### config.mk
export PLATFORM = sky130hd
export DESIGN_NAME = seq_mem_writer_flat
export DESIGN_NICKNAME = d
export VERILOG_FILES = /design/src/rtl/seq_mem_writer_if.sv /design/src/rtl/seq_mem_writer.sv /design/src/flat_wrapper.sv
export SDC_FILE = /design/constraint.sdc
export NUM_CORES = 1
export LEC_CHECK = 0
export BUFFER_PORTS_ARGS = -buffer_cell sky130_fd_sc_hd__buf_2
export CAP_MARGIN = 30
export CORE_ASPECT_RATIO = 1.5
export CORE_MARGIN = 2
export CORE_UTILIZATION = 30
export CTS_CLUSTER_SIZE = 20
export DETAILED_ROUTE_END_ITERATION = 7
export PLACE_DENSITY = 0.46
export REMOVE_ABC_BUFFERS = 1
export SLEW_MARGIN = 20
export SYNTH_ARGS = -nofsm -noshare
export SYNTH_HDL_FRONTEND = slang
export SYNTH_SLANG_ARGS = --single-unit
### constraint.sdc
create_clock -name clk -period 3.1 [get_ports clk]
set_input_delay 0.31 -clock clk [delete_from_list [all_inputs] [get_ports clk]]
set_output_delay 0.31 -clock clk [all_outputs]
set_load 0.05 [all_outputs]
### src/rtl/seq_mem_writer_if.sv
// Write handshake, read port and status bundle for seq_mem_writer.
// master drives words and read addresses; slave is the memory writer.
interface seq_mem_writer_if #(
  parameter int unsigned DATA_W = 8,
  parameter int unsigned ADDR_W = 4
);
  logic              start;
  logic              wr_valid;
  logic [DATA_W-1:0] wr_data;
  logic              wr_ready;
  logic [ADDR_W-1:0] wr_addr;
  logic [ADDR_W-1:0] rd_addr;
  logic [DATA_W-1:0] rd_data;
  logic              busy;
  logic              full;

  modport master (
    output start, wr_valid, wr_data, rd_addr,
    input  wr_ready, wr_addr, rd_data, busy, full
  );

  modport slave (
    input  start, wr_valid, wr_data, rd_addr,
    output wr_ready, wr_addr, rd_data, busy, full
  );
endinterface

### src/rtl/seq_mem_writer.sv
// Loads a frame of DEPTH words at sequential addresses over valid/ready and
// exposes a registered random-access read port; full marks a completed frame.
module seq_mem_writer #(
  parameter int unsigned DATA_W = 8,
  parameter int unsigned DEPTH  = 16,
  parameter int unsigned ADDR_W = 4
) (
  input logic               clk,
  input logic               reset,
  seq_mem_writer_if.slave   bus
);

  localparam logic [ADDR_W-1:0] LastAddr = ADDR_W'(DEPTH - 1);

  typedef enum logic [1:0] {StIdle, StLoad, StFull} state_e;

  state_e            state_q;
  logic [ADDR_W-1:0] wr_addr_q;
  logic [DATA_W-1:0] rd_data_q;
  logic [DATA_W-1:0] mem_q [DEPTH];
  logic              xfer;

  // start takes priority over a presented word, so it can never be accepted
  assign bus.wr_ready = (state_q == StLoad) && !bus.start;
  assign xfer         = bus.wr_ready && bus.wr_valid;

  assign bus.wr_addr = wr_addr_q;
  assign bus.rd_data = rd_data_q;
  assign bus.busy    = (state_q == StLoad);
  assign bus.full    = (state_q == StFull);

  always_ff @(posedge clk) begin
    if (!reset) begin
      state_q   <= StIdle;
      wr_addr_q <= '0;
      rd_data_q <= '0;
    end else begin
      // Read-before-write: a same-address write is seen on the following read
      rd_data_q <= mem_q[bus.rd_addr];
      if (xfer) begin
        mem_q[wr_addr_q] <= bus.wr_data;
      end
      unique case (state_q)
        StIdle, StFull: begin
          if (bus.start) begin
            state_q   <= StLoad;
            wr_addr_q <= '0;
          end
        end
        StLoad: begin
          if (bus.start) begin
            wr_addr_q <= '0;
          end else if (bus.wr_valid) begin
            wr_addr_q <= wr_addr_q + ADDR_W'(1);
            if (wr_addr_q == LastAddr) begin
              state_q <= StFull;
            end
          end
        end
        default: state_q <= StIdle;
      endcase
    end
  end

endmodule
### src/flat_wrapper.sv
// flat-port wrapper written by rule: the top's interface ports become plain ports
module seq_mem_writer_flat 
#(
  parameter int unsigned DATA_W = 8,
  parameter int unsigned DEPTH  = 16,
  parameter int unsigned ADDR_W = 4
)
  (clk, reset, bus_start, bus_wr_valid, bus_wr_data, bus_rd_addr, bus_wr_ready, bus_wr_addr, bus_rd_data, bus_busy, bus_full);
  seq_mem_writer_if #(.DATA_W(DATA_W), .ADDR_W(ADDR_W)) bus_i ();
  input logic clk;
  input logic reset;
  input wire logic [$bits(bus_i.start)-1:0] bus_start;
  input wire logic [$bits(bus_i.wr_valid)-1:0] bus_wr_valid;
  input wire logic [$bits(bus_i.wr_data)-1:0] bus_wr_data;
  input wire logic [$bits(bus_i.rd_addr)-1:0] bus_rd_addr;
  output wire logic [$bits(bus_i.wr_ready)-1:0] bus_wr_ready;
  output wire logic [$bits(bus_i.wr_addr)-1:0] bus_wr_addr;
  output wire logic [$bits(bus_i.rd_data)-1:0] bus_rd_data;
  output wire logic [$bits(bus_i.busy)-1:0] bus_busy;
  output wire logic [$bits(bus_i.full)-1:0] bus_full;
  assign bus_i.start = bus_start;
  assign bus_i.wr_valid = bus_wr_valid;
  assign bus_i.wr_data = bus_wr_data;
  assign bus_i.rd_addr = bus_rd_addr;
  assign bus_wr_ready = bus_i.wr_ready;
  assign bus_wr_addr = bus_i.wr_addr;
  assign bus_rd_data = bus_i.rd_data;
  assign bus_busy = bus_i.busy;
  assign bus_full = bus_i.full;
  seq_mem_writer #(.DATA_W(DATA_W), .DEPTH(DEPTH), .ADDR_W(ADDR_W)) u_core (.clk(clk), .reset(reset), .bus(bus_i));
endmodule
=== Word level (Yosys, flattened, before mapping) ===
Memory sizes are Yosys's and may differ from the RTL's. A register that Yosys moved wholly into a read port is not among the register bits.
Cells that the tools add are included.

* Word-level logic and storage cells: 33
* Memory bits (writable): 128
* Memories: 1
* Output and inout bits: 15
* Flip-flop bits (word level): 6
* Bits of input ports: 16

{| class="wikitable"
|+ Memories
! name !! depth !! bits a word !! read ports !! clocked after Yosys merged registers in !! write ports !! line !! RTL
|-
| u_core.mem_q || 16 || 8 || 1 || 1 || 1 || seq_mem_writer.sv:20 || <nowiki>logic [DATA_W-1:0] mem_q [DEPTH];</nowiki>
|}

* Eq/ne operators: 8
* Mux-type cells: 12
* Add/sub/neg operators: 1
* Reductions and logical operators: 9

{| class="wikitable"
|+ Operators with widths
! kind !! count
|-
| $mux W4 || 3
|-
| $mux W2 || 4
|-
| $pmux W4 S2 || 1
|-
| $ne A2 B2 Y1 const B || 3
|-
| $add A4 B1 Y4 const B || 1
|-
| $eq A4 B4 Y1 const B || 1
|-
| $pmux W2 S2 || 1
|-
| $reduce_and A4 Y1 || 1
|-
| $mux W1 || 3
|-
| $ne A3 B3 Y1 const B || 1
|-
| $reduce_and A3 Y1 || 1
|-
| $eq A2 B1 Y1 const B || 1
|-
| $eq A2 B2 Y1 const B || 1
|-
| $logic_and A1 B1 Y1 || 2
|-
| $logic_not A1 Y1 || 2
|-
| $logic_not A2 Y1 || 1
|-
| $ne A2 B1 Y1 const B || 1
|-
| $reduce_bool A2 Y1 || 1
|-
| $reduce_or A2 Y1 || 1
|}

=== Depth between registers and ports, before layout ===
* Depth in word-level cells: 6
* Depth in mapped cells: 6
* Mapped depth without buffers: 5

=== Worst setup path before layout ===
No wires, ideal clock.

* Kind: flip-flop to flip-flop
* From: register u_core.wr_addr_q[0] (netlist: u_core.bus.wr_addr[0])
* To: memory u_core.mem_q[3][0] (enable)
* Period minus slack after synthesis: 2.264 ns
* Stages on the path, launching flop included: 5
* Path buffers: 0
* Slack: 0.836 ns
* Arrival time: 1.881 ns
* Setup time: 0.383 ns
* Data required time: 2.717 ns
* Cell sequence: dfxtp_1 > ha_1 > and3b_1 > nand3_1 > nor3_1

{| class="wikitable"
|+ RTL lines
! element !! line !! RTL
|-
| from (decl) || seq_mem_writer.sv:18 || <nowiki>logic [ADDR_W-1:0] wr_addr_q;</nowiki>
|-
| from (signal assigned) || seq_mem_writer.sv:54 || <nowiki>wr_addr_q <= wr_addr_q + ADDR_W'(1);</nowiki>
|-
| to (decl) || seq_mem_writer.sv:20 ||
|}

Straight into the memory's write port.

=== Worst setup path after layout ===
* From: register u_core.wr_addr_q[0] (netlist: u_core.bus.wr_addr[0])
* To: memory u_core.mem_q[11][0] (enable)

Straight into the memory's write port.

==> run metrics <==
run status=finished clean; drt drc=0; Final ANT Viol Nets=0; capturing element type of the critical path=register; Inst Count DP=610; cell area after technology mapping=5562 µm²; highest clock frequency the design can meet=0.4836 GHz; antenna diode instance count=0; number of library cell types mapped by synthesis=32; Post-CTS Setup Inserts=0; gate count after technology mapping=330; number of nets at the end of the flow=397; fraction of layout cells with a size suffix above 1=0.2077; clock root buffer master=clkbuf_16; setup repair after global routing missed its margin=false; grt ovf=0; largest net degree at the start of global routing=27; total wire length after detailed routing=12800 µm; count of input and output buffers=30; I/O pin count=31; type of origin of the critical path=register; register area share after synthesis=0.7415; proportion of power drawn by flip-flops and latches=0.463; ratio of total power to cell area=680.4 nW/µm²; Worst-Skew Late Latency=0.41 ns; ranking of synthesized cells by area=edfxtp_1 69%, mux2i_1 9.2%, dfxtp_1 5.0%; vias in the first global route=3062; height of the die=170.8 µm; number of hold violations in the final report=0; CTS max path bufs=2; total number of vias=2967; share of the clock period used by the worst path=0.6670; post-cts resize count=0; Core Region=18390 µm²; setup_tns=0 ns; sinks on the clock net=142; signed area change from the synthesized netlist to the final layout=20.09%; Clock transition at path regs=0.06 ns; classification of the worst setup path=reg -> reg; hold bufs inserted after CTS=0; peak supply drop=0.3161 mV; signal arrival time at the worst endpoint=2.10 ns; wire length per cell=19.94 µm; logic gate share of total power=0.052; die outline area=19670 µm²; average cell area after synthesis=16.85 µm²; top-area cell type share of the netlist area=0.6911; worst min-delay path class=in -> reg; required time worst endpoint=3.13 ns; Rel. slew slack=0.3890; 1st-pass router iterations=4; global-route usage over all layers=0.1385; TritonCTS Buffers=17; routability-driven placement congestion ratio=0.7640; first-pass GRT wire length=19260 µm; DPL Wire Length=8315 µm; Pint=3.613 mW; synthesized flop and latch total=142; width of the die=115.2 µm; post-route insts no fill=642; average via count per standard cell=4.621; number of warnings printed during yosys synthesis=0; antenna violations before repair=0; Starting DRT DRC Count=160; Post-Route Skew=0.006198 ns; clock tree from TritonCTS=done; min cycle time layout=2.068 ns; H-Tree Depth=4; max_cap viols=0; Initial Util=0.3024; Design Power=4.545 mW; final setup violation count=0; slew at the pin with the worst max-slew slack=0.9131 ns; power spent charging and discharging nets=0.9316 mW; cell row count=61; static leakage=2.369 nW; clock group share of total power=0.485; cell type contributing the most total cell area after synthesis=edfxtp_1; Sw Share=0.2050; critical-path maximum fanout=8; Pins Over Slew Limit=0
-- stage by stage --
stage	utilization	hold slack, ns	setup slack [ns]	cell area, µm²
global route	0.3631	0.2539	0.8180	6679
global placement	0.3283	0.5691	1.018	6038
finish	0.3631	0.2327	1.032	6679
floorplan	-	0.4089	0.8360	5460
detailed placement	0.3283	0.5811	0.9776	6038
CTS	0.3631	0.2165	0.9657	6679
-- cells in the mapped netlist, drive strengths merged --
library cell and instances:
ha 4, nand3 4, dfxtp 14, buf 9
nor3 4, nor2 22, and3b 2, inv 4
edfxtp 128, a21oi 3, o2111ai 1, nand2 20
nor3b 1, nor2b 4, o21ai 4, a31oi 1
nand2b 2, mux4 7, and4 1, and2b 1
o22ai 4, clkbuf 6, a31o 1, o211ai 1
mux2i 51, a22oi 25, and2 2, xnor2 3
a311oi 1
-- placed cells by master (no fill, tap or decap), types with 4 or more instances in the layout --
cell type	instances
dfxtp_1	14
bufinv_16	5
a22oi_1	25
edfxtp_1	128
ha_1	4
mux4_2	7
mux2i_1	51
inv_1	4
nand2_1	20
nand3_1	4
nor2_1	22
nor3_1	4
nor2b_1	4
buf_4	13
clkbuf_16	17
buf_2	29
o22ai_1	4
clkinv_2	4
-- kinds of logic (layout without fill, tap and decap cells) --
logic type      count (synthesis)  after routing  share of synthesized area
buf+inv                        19             79                    0.02092
fa+ha+maj                       4              4                   0.008999
xor+xnor                        3              3                   0.004725
flops                         142            142                     0.7415
mux                            58             58                     0.1201
compound gates                 41             41                    0.05174
simple gates                   63             63                    0.05197
-- power by group through the flow --
stage / logic [mW] / registers (mW) / clock network (mW)
6_report: 0.237 / 2.10 / 2.20
4_1_cts: 0.243 / 2.10 / 2.23
3_5_place_dp: 0.242 / 2.14 / 0
3_3_place_gp: 0.241 / 2.14 / 0
5_1_grt: 0.255 / 2.10 / 2.31
2_1_floorplan: 0.0849 / 2.18 / 0
-- state kept, by name (all words and copies together), names as in the netlist --
signal	count
u_core.bus.rd_data	8
u_core.bus.wr_addr	4
u_core.state_q	2
u_core.mem_q	128
-- final timing paths --
check	from	endpoint	slack [ns]	cells past startpoint
worst max-delay path	u_core.bus.wr_addr[0]	u_core.mem_q[11][0]	1.03	4
worst min-delay path	bus_rd_addr[3]	u_core.bus.rd_data[4]	0.23	3
worst max register to register	u_core.bus.wr_addr[0]	u_core.mem_q[11][0]	1.03	4
worst min register to register	u_core.bus.wr_addr[1]	u_core.bus.wr_addr[1]	0.58	2
-- metal layers --
layer | share of wire | wire, µm | track usage
met1 | 0.41 | 5213 | 0.1664
met2 | 0.53 | 6785 | 0.2386
met3 | 0.040 | 508 | 0.03401
met4 | 0.023 | 292 | 0.05186
met5 | 0 | 0 | 0
-- cell type report --
cell class | count | area (µm²)
fillers | 1747 | 11720
flip-flops and latches | 142 | 4124
multi-input cells | 169 | 1321
clock buffers | 20 | 446.7
well taps | 252 | 315.3
repair buffers | 43 | 262.8
clock inverters | 12 | 193.9
inverters | 4 | 15.01
-- critical path: stages (launching register included) --
cell and delay, ns:
dfxtp_1 0.43, ha_1 0.19, and3b_1 0.18, nand3_1 0.15, nor2_1 0.73
No activity file was read; power rests on OpenSTA's default activity.
